### src/rtl/acc_pkg.sv
// Shared types and defaults for the accumulator pass sequencer.
package acc_pkg;

  localparam int ACC_DEPTH    = 114 * 114;
  localparam int ACC_ADDR_BIT = 14;
  localparam int ACC_CH_BIT   = 10;
  localparam int ACC_LAT_DEF  = 2;

  // Sequencer states.
  typedef enum logic [1:0] {
    S_IDLE  = 2'd0,
    S_RUN   = 2'd1,
    S_DRAIN = 2'd2,
    S_DONE  = 2'd3
  } state_t;

  // A layer is legal when every pass fits the buffer and is long enough that a
  // pass c+1 read of an address always lands after the pass c write to it.
  function automatic logic cfg_ok(input int pix, input int ch, input int depth,
                                  input int acc_lat);
    return (pix >= 2) && (pix <= depth) && (pix >= acc_lat + 2) && (ch >= 1);
  endfunction

endpackage

### src/rtl/acc_pass_ctrl_if.sv
// Control bus between the conv engine / layer controller and the pass sequencer.
//
// Handshake: a beat transfers in a cycle where in_valid and in_ready are both
// high at the rising clock edge; in_valid without in_ready is dropped, never
// held. in_ready comes from a register, so it never depends on in_valid in the
// same cycle. start, cfg_err and done are single-cycle pulses.
interface acc_pass_ctrl_if
  import acc_pkg::*;
#(
  parameter int ADDR_BIT = ACC_ADDR_BIT,
  parameter int CH_BIT   = ACC_CH_BIT
);
  logic                start;
  logic [ADDR_BIT:0]   cfg_pix;
  logic [CH_BIT-1:0]   cfg_ch;
  logic                in_valid;
  logic                in_zero;
  logic                in_ready;
  logic                read_en;
  logic [ADDR_BIT-1:0] read_addr;
  logic                write_en;
  logic [ADDR_BIT-1:0] write_addr;
  logic                prev_data_zero;
  logic                curr_data_zero;
  logic                out_valid;
  logic                out_last;
  logic                busy;
  logic                done;
  logic                cfg_err;
  state_t              dbg_state;

  modport master (
    output start, cfg_pix, cfg_ch, in_valid, in_zero,
    input  in_ready, read_en, read_addr, write_en, write_addr, prev_data_zero,
           curr_data_zero, out_valid, out_last, busy, done, cfg_err, dbg_state
  );

  modport slave (
    input  start, cfg_pix, cfg_ch, in_valid, in_zero,
    output in_ready, read_en, read_addr, write_en, write_addr, prev_data_zero,
           curr_data_zero, out_valid, out_last, busy, done, cfg_err, dbg_state
  );
endinterface

### src/rtl/acc_ctrl_delay.sv
// Fixed-latency shift register that turns a read-stage beat into its write beat.
module acc_ctrl_delay #(
  parameter int ACC_LAT  = 2,
  parameter int ADDR_BIT = 14
) (
  input  logic                clk_i,
  input  logic                clr_i,
  input  logic                valid_i,
  input  logic [ADDR_BIT-1:0] addr_i,
  input  logic                final_i,
  input  logic                last_i,
  output logic                valid_o,
  output logic [ADDR_BIT-1:0] addr_o,
  output logic                final_o,
  output logic                last_o,
  output logic                pending_o
);

  logic [ACC_LAT-1:0]  valid_q;
  logic [ACC_LAT-1:0]  final_q;
  logic [ACC_LAT-1:0]  last_q;
  logic [ADDR_BIT-1:0] addr_q [ACC_LAT];

  // Shift every stage by one each cycle; clear drops all in-flight writes.
  always_ff @(posedge clk_i) begin
    if (clr_i) begin
      valid_q <= '0;
      final_q <= '0;
      last_q  <= '0;
      for (int i = 0; i < ACC_LAT; i++) addr_q[i] <= '0;
    end else begin
      valid_q[0] <= valid_i;
      final_q[0] <= final_i;
      last_q[0]  <= last_i;
      addr_q[0]  <= addr_i;
      for (int i = 1; i < ACC_LAT; i++) begin
        valid_q[i] <= valid_q[i-1];
        final_q[i] <= final_q[i-1];
        last_q[i]  <= last_q[i-1];
        addr_q[i]  <= addr_q[i-1];
      end
    end
  end

  assign valid_o   = valid_q[ACC_LAT-1];
  assign final_o   = final_q[ACC_LAT-1];
  assign last_o    = last_q[ACC_LAT-1];
  assign addr_o    = addr_q[ACC_LAT-1];
  assign pending_o = |valid_q;

endmodule

### src/rtl/acc_pass_ctrl.sv
// Pass sequencer for the 8-lane partial-sum accumulator: turns conv-engine beats
// into read/write address streams over CH passes of PIX pixels each.
module acc_pass_ctrl
  import acc_pkg::*;
#(
  parameter int DEPTH    = ACC_DEPTH,
  parameter int ADDR_BIT = ACC_ADDR_BIT,
  parameter int CH_BIT   = ACC_CH_BIT,
  parameter int ACC_LAT  = ACC_LAT_DEF
) (
  input logic             clk,
  input logic             rst,
  acc_pass_ctrl_if.slave  bus
);

  state_t              state_q;
  logic [ADDR_BIT-1:0] pix_cnt_q, pix_last_q;
  logic [CH_BIT-1:0]   ch_cnt_q, ch_last_q;
  logic                in_ready_q, busy_q, done_q, cfg_err_q;
  logic                read_en_q, prev_zero_q, curr_zero_q, rd_final_q, rd_last_q;
  logic [ADDR_BIT-1:0] read_addr_q;

  logic                accept_d;
  logic                wr_valid, wr_final, wr_last, dly_pending;
  logic [ADDR_BIT-1:0] wr_addr;

  // Beat transfer; in_ready_q is only ever set while in RUN.
  always_comb begin
    accept_d = bus.in_valid & in_ready_q;
  end

  // Sequencer FSM plus the registered read stage of the pipeline.
  always_ff @(posedge clk) begin
    if (rst) begin
      state_q     <= S_IDLE;
      pix_cnt_q   <= '0;
      pix_last_q  <= '0;
      ch_cnt_q    <= '0;
      ch_last_q   <= '0;
      in_ready_q  <= 1'b0;
      busy_q      <= 1'b0;
      done_q      <= 1'b0;
      cfg_err_q   <= 1'b0;
      read_en_q   <= 1'b0;
      read_addr_q <= '0;
      prev_zero_q <= 1'b0;
      curr_zero_q <= 1'b0;
      rd_final_q  <= 1'b0;
      rd_last_q   <= 1'b0;
    end else begin
      done_q    <= 1'b0;
      cfg_err_q <= 1'b0;

      // Read stage: one cycle after the accepted beat.
      read_en_q <= accept_d;
      if (accept_d) begin
        read_addr_q <= pix_cnt_q;
        prev_zero_q <= (ch_cnt_q == '0);
        curr_zero_q <= bus.in_zero;
        rd_final_q  <= (ch_cnt_q == ch_last_q);
        rd_last_q   <= (ch_cnt_q == ch_last_q) && (pix_cnt_q == pix_last_q);
      end else begin
        prev_zero_q <= 1'b0;
        curr_zero_q <= 1'b0;
        rd_final_q  <= 1'b0;
        rd_last_q   <= 1'b0;
      end

      case (state_q)
        S_IDLE: begin
          if (bus.start) begin
            if (cfg_ok(int'(bus.cfg_pix), int'(bus.cfg_ch), DEPTH, ACC_LAT)) begin
              pix_last_q <= ADDR_BIT'(bus.cfg_pix - 1'b1);
              ch_last_q  <= bus.cfg_ch - 1'b1;
              pix_cnt_q  <= '0;
              ch_cnt_q   <= '0;
              in_ready_q <= 1'b1;
              busy_q     <= 1'b1;
              state_q    <= S_RUN;
            end else begin
              cfg_err_q <= 1'b1;
            end
          end
        end
        S_RUN: begin
          if (accept_d) begin
            if (pix_cnt_q == pix_last_q) begin
              pix_cnt_q <= '0;
              if (ch_cnt_q == ch_last_q) begin
                in_ready_q <= 1'b0;
                state_q    <= S_DRAIN;
              end else begin
                ch_cnt_q <= ch_cnt_q + 1'b1;
              end
            end else begin
              pix_cnt_q <= pix_cnt_q + 1'b1;
            end
          end
        end
        S_DRAIN: begin
          // Leave once the read stage and every delay stage are empty.
          if (!read_en_q && !dly_pending) begin
            busy_q  <= 1'b0;
            done_q  <= 1'b1;
            state_q <= S_DONE;
          end
        end
        S_DONE: begin
          state_q <= S_IDLE;
        end
        default: state_q <= S_IDLE;
      endcase
    end
  end

  acc_ctrl_delay #(
    .ACC_LAT  (ACC_LAT),
    .ADDR_BIT (ADDR_BIT)
  ) u_delay (
    .clk_i     (clk),
    .clr_i     (rst),
    .valid_i   (read_en_q),
    .addr_i    (read_addr_q),
    .final_i   (rd_final_q),
    .last_i    (rd_last_q),
    .valid_o   (wr_valid),
    .addr_o    (wr_addr),
    .final_o   (wr_final),
    .last_o    (wr_last),
    .pending_o (dly_pending)
  );

  assign bus.in_ready       = in_ready_q;
  assign bus.read_en        = read_en_q;
  assign bus.read_addr      = read_addr_q;
  assign bus.prev_data_zero = prev_zero_q;
  assign bus.curr_data_zero = curr_zero_q;
  assign bus.write_en       = wr_valid;
  assign bus.write_addr     = wr_addr;
  assign bus.out_valid      = wr_valid & wr_final;
  assign bus.out_last       = wr_valid & wr_last;
  assign bus.busy           = busy_q;
  assign bus.done           = done_q;
  assign bus.cfg_err        = cfg_err_q;
  assign bus.dbg_state      = state_q;

endmodule

### src/flat_wrapper.sv
// flat-port wrapper written by rule: the top's interface ports become plain ports
module acc_pass_ctrl_flat import acc_pkg::*;
#(
  parameter int DEPTH    = ACC_DEPTH,
  parameter int ADDR_BIT = ACC_ADDR_BIT,
  parameter int CH_BIT   = ACC_CH_BIT,
  parameter int ACC_LAT  = ACC_LAT_DEF
)
  (clk, rst, bus_start, bus_cfg_pix, bus_cfg_ch, bus_in_valid, bus_in_zero, bus_in_ready, bus_read_en, bus_read_addr, bus_write_en, bus_write_addr, bus_prev_data_zero, bus_curr_data_zero, bus_out_valid, bus_out_last, bus_busy, bus_done, bus_cfg_err, bus_dbg_state);
  acc_pass_ctrl_if #(.ADDR_BIT(ADDR_BIT), .CH_BIT(CH_BIT)) bus_i ();
  input logic clk;
  input logic rst;
  input wire logic [$bits(bus_i.start)-1:0] bus_start;
  input wire logic [$bits(bus_i.cfg_pix)-1:0] bus_cfg_pix;
  input wire logic [$bits(bus_i.cfg_ch)-1:0] bus_cfg_ch;
  input wire logic [$bits(bus_i.in_valid)-1:0] bus_in_valid;
  input wire logic [$bits(bus_i.in_zero)-1:0] bus_in_zero;
  output wire logic [$bits(bus_i.in_ready)-1:0] bus_in_ready;
  output wire logic [$bits(bus_i.read_en)-1:0] bus_read_en;
  output wire logic [$bits(bus_i.read_addr)-1:0] bus_read_addr;
  output wire logic [$bits(bus_i.write_en)-1:0] bus_write_en;
  output wire logic [$bits(bus_i.write_addr)-1:0] bus_write_addr;
  output wire logic [$bits(bus_i.prev_data_zero)-1:0] bus_prev_data_zero;
  output wire logic [$bits(bus_i.curr_data_zero)-1:0] bus_curr_data_zero;
  output wire logic [$bits(bus_i.out_valid)-1:0] bus_out_valid;
  output wire logic [$bits(bus_i.out_last)-1:0] bus_out_last;
  output wire logic [$bits(bus_i.busy)-1:0] bus_busy;
  output wire logic [$bits(bus_i.done)-1:0] bus_done;
  output wire logic [$bits(bus_i.cfg_err)-1:0] bus_cfg_err;
  output wire logic [$bits(bus_i.dbg_state)-1:0] bus_dbg_state;
  assign bus_i.start = bus_start;
  assign bus_i.cfg_pix = bus_cfg_pix;
  assign bus_i.cfg_ch = bus_cfg_ch;
  assign bus_i.in_valid = bus_in_valid;
  assign bus_i.in_zero = bus_in_zero;
  assign bus_in_ready = bus_i.in_ready;
  assign bus_read_en = bus_i.read_en;
  assign bus_read_addr = bus_i.read_addr;
  assign bus_write_en = bus_i.write_en;
  assign bus_write_addr = bus_i.write_addr;
  assign bus_prev_data_zero = bus_i.prev_data_zero;
  assign bus_curr_data_zero = bus_i.curr_data_zero;
  assign bus_out_valid = bus_i.out_valid;
  assign bus_out_last = bus_i.out_last;
  assign bus_busy = bus_i.busy;
  assign bus_done = bus_i.done;
  assign bus_cfg_err = bus_i.cfg_err;
  assign bus_dbg_state = bus_i.dbg_state;
  acc_pass_ctrl #(.DEPTH(DEPTH), .ADDR_BIT(ADDR_BIT), .CH_BIT(CH_BIT), .ACC_LAT(ACC_LAT)) u_core (.clk(clk), .rst(rst), .bus(bus_i));
endmodule
### config.mk
export PLATFORM = sky130hd
export DESIGN_NAME = acc_pass_ctrl_flat
export DESIGN_NICKNAME = d
export VERILOG_FILES = /design/src/rtl/acc_pkg.sv /design/src/rtl/acc_pass_ctrl_if.sv /design/src/rtl/acc_ctrl_delay.sv /design/src/rtl/acc_pass_ctrl.sv /design/src/flat_wrapper.sv
export SDC_FILE = /design/constraint.sdc
export NUM_CORES = 1
export LEC_CHECK = 0
export ABC_AREA = 1
export BUFFER_PORTS_ARGS = -buffer_cell sky130_fd_sc_hd__buf_2
export CAP_MARGIN = 30
export CORE_ASPECT_RATIO = 0.6
export CORE_MARGIN = 1
export CORE_UTILIZATION = 58
export CTS_CLUSTER_SIZE = 12
export DETAILED_ROUTE_END_ITERATION = 16
export GPL_ROUTABILITY_DRIVEN = 0
export PLACE_DENSITY_LB_ADDON = 0.15
export RECOVER_POWER = 50
export SLEW_MARGIN = 20
export SYNTH_ARGS = -nofsm -noshare
export SYNTH_HDL_FRONTEND = slang
export SYNTH_SLANG_ARGS = --single-unit
export TNS_END_PERCENT = 5
### constraint.sdc
create_clock -name clk -period 2.4 [get_ports clk]
set_input_delay 0.24 -clock clk [delete_from_list [all_inputs] [get_ports clk]]
set_output_delay 0.24 -clock clk [all_outputs]
set_load 0.02 [all_outputs]
==> impl_metrics.toml, run 1 <==
[yosys]
ys_warn_count = 0
synth_top_cell_by_area = "dfxtp_1"
synth_top_family_by_area = "simple AND/OR/NAND/NOR gates"
mappedNetlistArea_sq_um = 5280
ys_ff_latch = 107
syn_inst = 771
synth_fa_ha_area_share_pct = 2.37
synthTopCellsByCount = "160 x nand2_1, 137 x nor2_1, 107 x dfxtp_1"
synth.most_common_cell = "nand2_1"
synth_edf_count = 0
synthesis.nets = 811
synth_cell_types = 35
synth.top_cell.area_share_pct = 40.6
muxShareOfSynthArea_pct = 0
synth_area_leaders = "dfxtp_1 41%, nand2_1 11%, nor2_1 9.7%, inv_1 7.0%, a21oi_1 5.5%"
yosys_most_used_dff = "dfxtp_1"
synth_compound_area_share_pct = 9.36
synth_xor_area_share_pct = 3.98
yosysSeqAreaShare_pct = 40.6
syn_area_per_cell_sq_um = 6.85
synth-simple-area-share_pct = 31.7
ys_async_sr_fraction_pct = 0

[timing]
setup_viol = 0
drv_slew = 0
finalCritPeriodShare_pct = 83.4
clock-skew-final_ns = 0.00810
finalHoldViolCount = 0
slew_headroom_pct = 27.7
max_freq_ghz = 0.500
rsz0062_at_grt = "false"
worst_pin_slew_ns = 1.08
fin_hold_ws_ns = 0.0940
min_period_ns = 2.00
final.setup.tns_ns = 0

[drt]
final_antenna_net_count = 0
first_iter_violations = 424
wl_per_cell_um = 12.8
wirelength_um = 12100
num_vias = 4916
drt_pass1_iterations = 7
drc_errors = 0
viasPerCell = 5.23

[global_routing]
antenna_found_initial = 0
grt_usage_pct = 26.8
grt_util_met3_pct = 5.23
met1_usage_pct = 35.1
grt_max_degree = 42
grt_pass1_wl_um = 20700
grt_pass1_vias = 4485
groute.layer.met2.usage_pct = 45.8
grt-busiest-layer = "met2"
grt_overflow = 0

[setup_path]
start_kind = "register"
cp.required_ns = 2.59
worstSetupEndpointType = "register"
path_max_fanout = 18
crit_arrival_ns = 2.19
worst-setup-path-type = "register to register"

[clock_tree]
postCtsResizedCells = 0
clock_path_buffers = 2
numCtsBuffers = 9
post_cts_buffers = 0
path_clk_slew_ns = 0.07
htree_levels = 3
holdBufCountCts = 0
cts_num_sinks = 107
insertion_delay_ns = 0.35
cts_tree = "done"
root_buffer = "clkbuf_16"

[floorplanning]
core-area_sq_um = 8650
pin_count = 70
fp-row-count = 26
die_h_um = 75.9
die_area_sq_um = 9500
die_w_um = 125
initial_core_util_pct = 61.0

[placed_design]
dpl.hpwl_um = 8920
portBuffers = 69

[power_and_ir_drop]
p_leak_nw = 2.48
p_per_area_nw_per_um2 = 920
fin_total_pwr_mw = 5.41
vdd_drop_max_mv = 0.545

[finish]
area_growth_syn_to_layout_pct = 11.3
antenna_cells = 0
utilization_pct = 68.0
nets = 863
drive_gt1_share_pct = 10.3

[flow_run]
maxCapViolCount = 0

[min_path]
min_path_type = "input pin to register"

[status]
status = "complete, no violations"
[per-layer routing]
layer / share of wire (%) / wire (um) / up-vias
li1: - / - / 2495
met1: 45 / 5480 / 2226
met2: 46 / 5610 / 174
met3: 6.9 / 833 / 21
met4: 1.2 / 142 / 0
met5: 0 / 0 / -
[worst max-delay path: stages (launching register included)]
cell and delay [ns]:
dfxtp_1 0.45, inv_1 0.13, nand2_1 0.08, nand2_1 0.05, nor2_1 0.09, nand2_1 0.07, nor2_2 0.14, nand2_4 0.10
nand2_8 0.11, nand2_4 0.07, nor2_8 0.22, nand2_1 0.16, nand2_1 0.12, a21oi_2 0.05
[layout by cell type (no fill, tap or decap), types with 4 or more instances in the layout]
master,n
nand2_1,160
nor2_1,137
dfxtp_1,107
inv_1,98
a21oi_1,58
clkbuf_1,39
nand3_1,38
buf_2,32
o21ai_0,28
xor2_1,16
nand4_1,13
nor3_1,12
inv_2,11
ha_1,10
clkbuf_16,9
xnor2_1,8
buf_4,7
o21ai_1,5
nor4_1,4
nor2_2,4
[final cells by class]
type,count,area [sq um]
fillers,763,2770
clock inverters,6,95.1
inverters,109,409
flip-flops and latches,107,2140
multi-input cells,518,2500
clock buffers,10,229
well taps,112,140
repair buffers,78,360
[worst paths after layout]
path,endpoint,depth (start not counted),slack (ns),start
max,u_core.ch_cnt_q[5],13,0.40,u_core.pix_cnt_q[13]
min,u_core.pix_last_q[0],2,0.09,bus_cfg_pix[0]
max reg2reg,u_core.ch_cnt_q[5],13,0.40,u_core.pix_cnt_q[13]
min reg2reg,u_core.u_delay.addr_q[0][23],2,0.40,u_core.u_delay.addr_q[0][9]
[flip-flops by register name (all words and copies together) (netlist names)]
| register | cells |
|---|---|
| u_core.u_delay.addr_q | 28 |
| u_core.bus.busy | 1 |
| u_core.ch_cnt_q | 10 |
| u_core.u_delay.last_q | 2 |
| u_core.bus.prev_data_zero | 1 |
| u_core.rd_last_q | 1 |
| u_core.bus.cfg_err | 1 |
| u_core.pix_last_q | 14 |
| u_core.ch_last_q | 10 |
| u_core.bus.curr_data_zero | 1 |
| u_core.pix_cnt_q | 14 |
| u_core.bus.done | 1 |
| u_core.u_delay.valid_q | 2 |
| u_core.bus.read_en | 1 |
| u_core.rd_final_q | 1 |
| u_core.bus.in_ready | 1 |
| u_core.u_delay.final_q | 2 |
| u_core.bus.read_addr | 14 |
| u_core.bus.dbg_state | 2 |
[power by group]
part,internal [mW],leakage (nW),total [mW],switching (mW)
sequential,1.98,0.870,2.15,0.174
combinational,0.530,1.45,1.67,1.14
clock,0.926,0.158,1.59,0.666
total,3.43,2.48,5.41,1.98
[through the flow]
step / area (sq um) / setup slack (ns) / instances
CTS: 5930 / 0.453 / 940
global placement: 5610 / 0.487 / 924
global route: 5880 / 0.215 / 940
detailed placement: 5610 / 0.393 / 924
finish: 5880 / 0.398 / 940
floorplan: 5280 / 0.506 / 771
[logic make-up after synthesis]
kind of cell | Yosys count
xor gates and xnor gates | 24
AOI/OAI and AO/OA | 96
and+or+nand+nor | 388
adders and majority gates | 10
buffers and inverters | 146
DFF | 107
No activity file was read; power rests on OpenSTA's default activity.
==> inputs of run 2 (changes only) <==
==> constraint.sdc (replaced) <==
create_clock -name clk -period 2 [get_ports clk]
set_input_delay 0.2 -clock clk [delete_from_list [all_inputs] [get_ports clk]]
set_output_delay 0.2 -clock clk [all_outputs]
set_load 0.02 [all_outputs]
==> run 2 against run 1 <==
Against the previous run: sequential share of layout area decreased by 0.40 points; cell area increased by 1.5%; largest cell class unchanged; flip-flop and latch count did not move; setup slack lost 0.29 ns; power rose by 21%; sequential power up 20%; critical path depth did not move; core utilization increased by 1.0 points.
==> impl_metrics.toml, run 2 (synthesis gave the netlist of run 1 again) <==
[status]
status = "complete, no violations"

[clock_tree]
insertion_delay_ns = 0.35
htree_levels = 3
postCtsResizedCells = 0
clock_path_buffers = 2
root_buffer = "clkbuf_16"
cts_tree = "done"
holdBufCountCts = 0
cts_num_sinks = 107
post_cts_buffers = 0
path_clk_slew_ns = 0.07
numCtsBuffers = 9

[finish]
area_growth_syn_to_layout_pct = 13.0
layout_common_cells = "159 x nand2_1, 136 x nor2_1, 100 x dfxtp_1, 97 x inv_1, 58 x a21oi_1"
nets = 871
final_cells = 948
largest_reg_flops = 28
antenna_cells = 0
final_common_cell = "nand2_1"
max_flop_register = "u_core.u_delay.addr_q"
drive_gt1_share_pct = 12.7
stdcell_area_sq_um = 5970

[timing]
min_period_ns = 1.89
max_freq_ghz = 0.530
final.setup.tns_ns = 0
drv_slew = 0
worst_pin_slew_ns = 0.720
fin_hold_ws_ns = 0.0464
slew_headroom_pct = 52.0
clock-skew-final_ns = 0.00650
finalCritPeriodShare_pct = 94.4
setup_ws_ns = 0.112
setup_viol = 0
finalHoldViolCount = 0
rsz0062_at_grt = "true"

[floorplanning]
die_area_sq_um = 9500
pin_count = 70
die_w_um = 125
fp-row-count = 26
core-area_sq_um = 8650
die_h_um = 75.9
initial_core_util_pct = 61.0

[setup_path]
path_buf_inv = 1
r2r_end = "u_core.ch_cnt_q[6]"
worst-r2r-cell-count = 13
crit_chain = "inv_2 > nand2_1 > nand2_1 > nor2_1 > nand2_1 > nor2_2 > nand2_4 > nand2_8 > nand2_4 > nor2_8 > nand2_1 > nand2_1 > a21oi_2"
cp_slowest_cell = "dfxtp_1"
cp.required_ns = 2.24
crit_top_cell = "nand2_1"
path_max_fanout = 18
worst-setup-path-type = "register to register"
critPathMaxStageDelay_ns = 0.46
crit_family = "simple AND/OR/NAND/NOR gates"
worstReg2RegStart = "u_core.pix_cnt_q[4]"
crit_arrival_ns = 2.13
r2r_setup_slack_ns = 0.11
start_kind = "register"
worstSetupEndpointType = "register"

[placed_design]
dpl.hpwl_um = 9260
dpl_worst_slack_ns = 0.0447
placed_area_sq_um = 5690
portBuffers = 69
dp.cells = 932

[drt]
final_antenna_net_count = 0
num_vias = 4958
drc_errors = 0
first_iter_violations = 390
wirelength_um = 12600
wl_per_cell_um = 13.3
drt_pass1_iterations = 7
viasPerCell = 5.23

[min_path]
min_to = "u_core.pix_last_q[0]"
hold_depth = 2
min-delay-start = "bus_cfg_pix[0]"
min_path_type = "input pin to register"

[power_and_ir_drop]
vdd_drop_max_mv = 0.758
p_per_area_nw_per_um2 = 1090
p_leak_nw = 2.53

[global_routing]
grt_max_degree = 34
grt_pass1_vias = 4666
grt_pass1_wl_um = 21200
antenna_found_initial = 0
grt_usage_pct = 27.7
grt_overflow = 0

[flow_run]
maxCapViolCount = 0
run 2: cell types whose count changed in the layout (fill, tap and decap cells not counted), sizes merged:
cell / delta
clkinvlp: +1
clkbuf: -4
inv: +1
bufinv: -1
buf: +11
run 2: power breakdown:
part           internal (mW)  total (mW)  switching [mW]
registers               2.37        2.58           0.205
clock network          0.994        1.85           0.852
logic                  0.699        2.11            1.41
total                   4.07        6.54            2.47
run 2: metrics by stage:
stage          utilization [%]  total power [mW]
2_1_floorplan                -              4.17
3_3_place_gp              65.8              4.60
3_5_place_dp              65.8              4.68
4_1_cts                   69.4              6.52
5_1_grt                   69.0              6.89
6_report                  69.0              6.54
run 2: how the worst max path moves through the flow:
stage	from	end	cells past startpoint
finish	u_core.pix_cnt_q[4]	u_core.ch_cnt_q[6]	13
global route	u_core.pix_cnt_q[4]	u_core.ch_cnt_q[6]	13
CTS	u_core.bus.dbg_state[1]	u_core.pix_cnt_q[4]	12
detailed placement	bus_cfg_ch[0]	u_core.pix_cnt_q[8]	12
global placement	bus_cfg_ch[0]	u_core.pix_cnt_q[4]	13
floorplan	u_core.bus.dbg_state[1]	u_core.pix_cnt_q[1]	12
run 2: layer usage:
layer	track usage [%]	vias to the layer above	wire, um
met4	8.78	0	221
met3	6.99	28	742
met2	48.0	151	5890
li1	-	2518	-
met5	0	-	0
met1	33.7	2261	5730
run 2: layout make-up:
class | count | area, sq um
clock buffers | 9 | 225
clock inverters | 7 | 83.8
fillers | 771 | 2680
inverters | 109 | 409
multi-input cells | 518 | 2510
flip-flops and latches | 107 | 2150
well taps | 112 | 140
repair buffers | 86 | 450
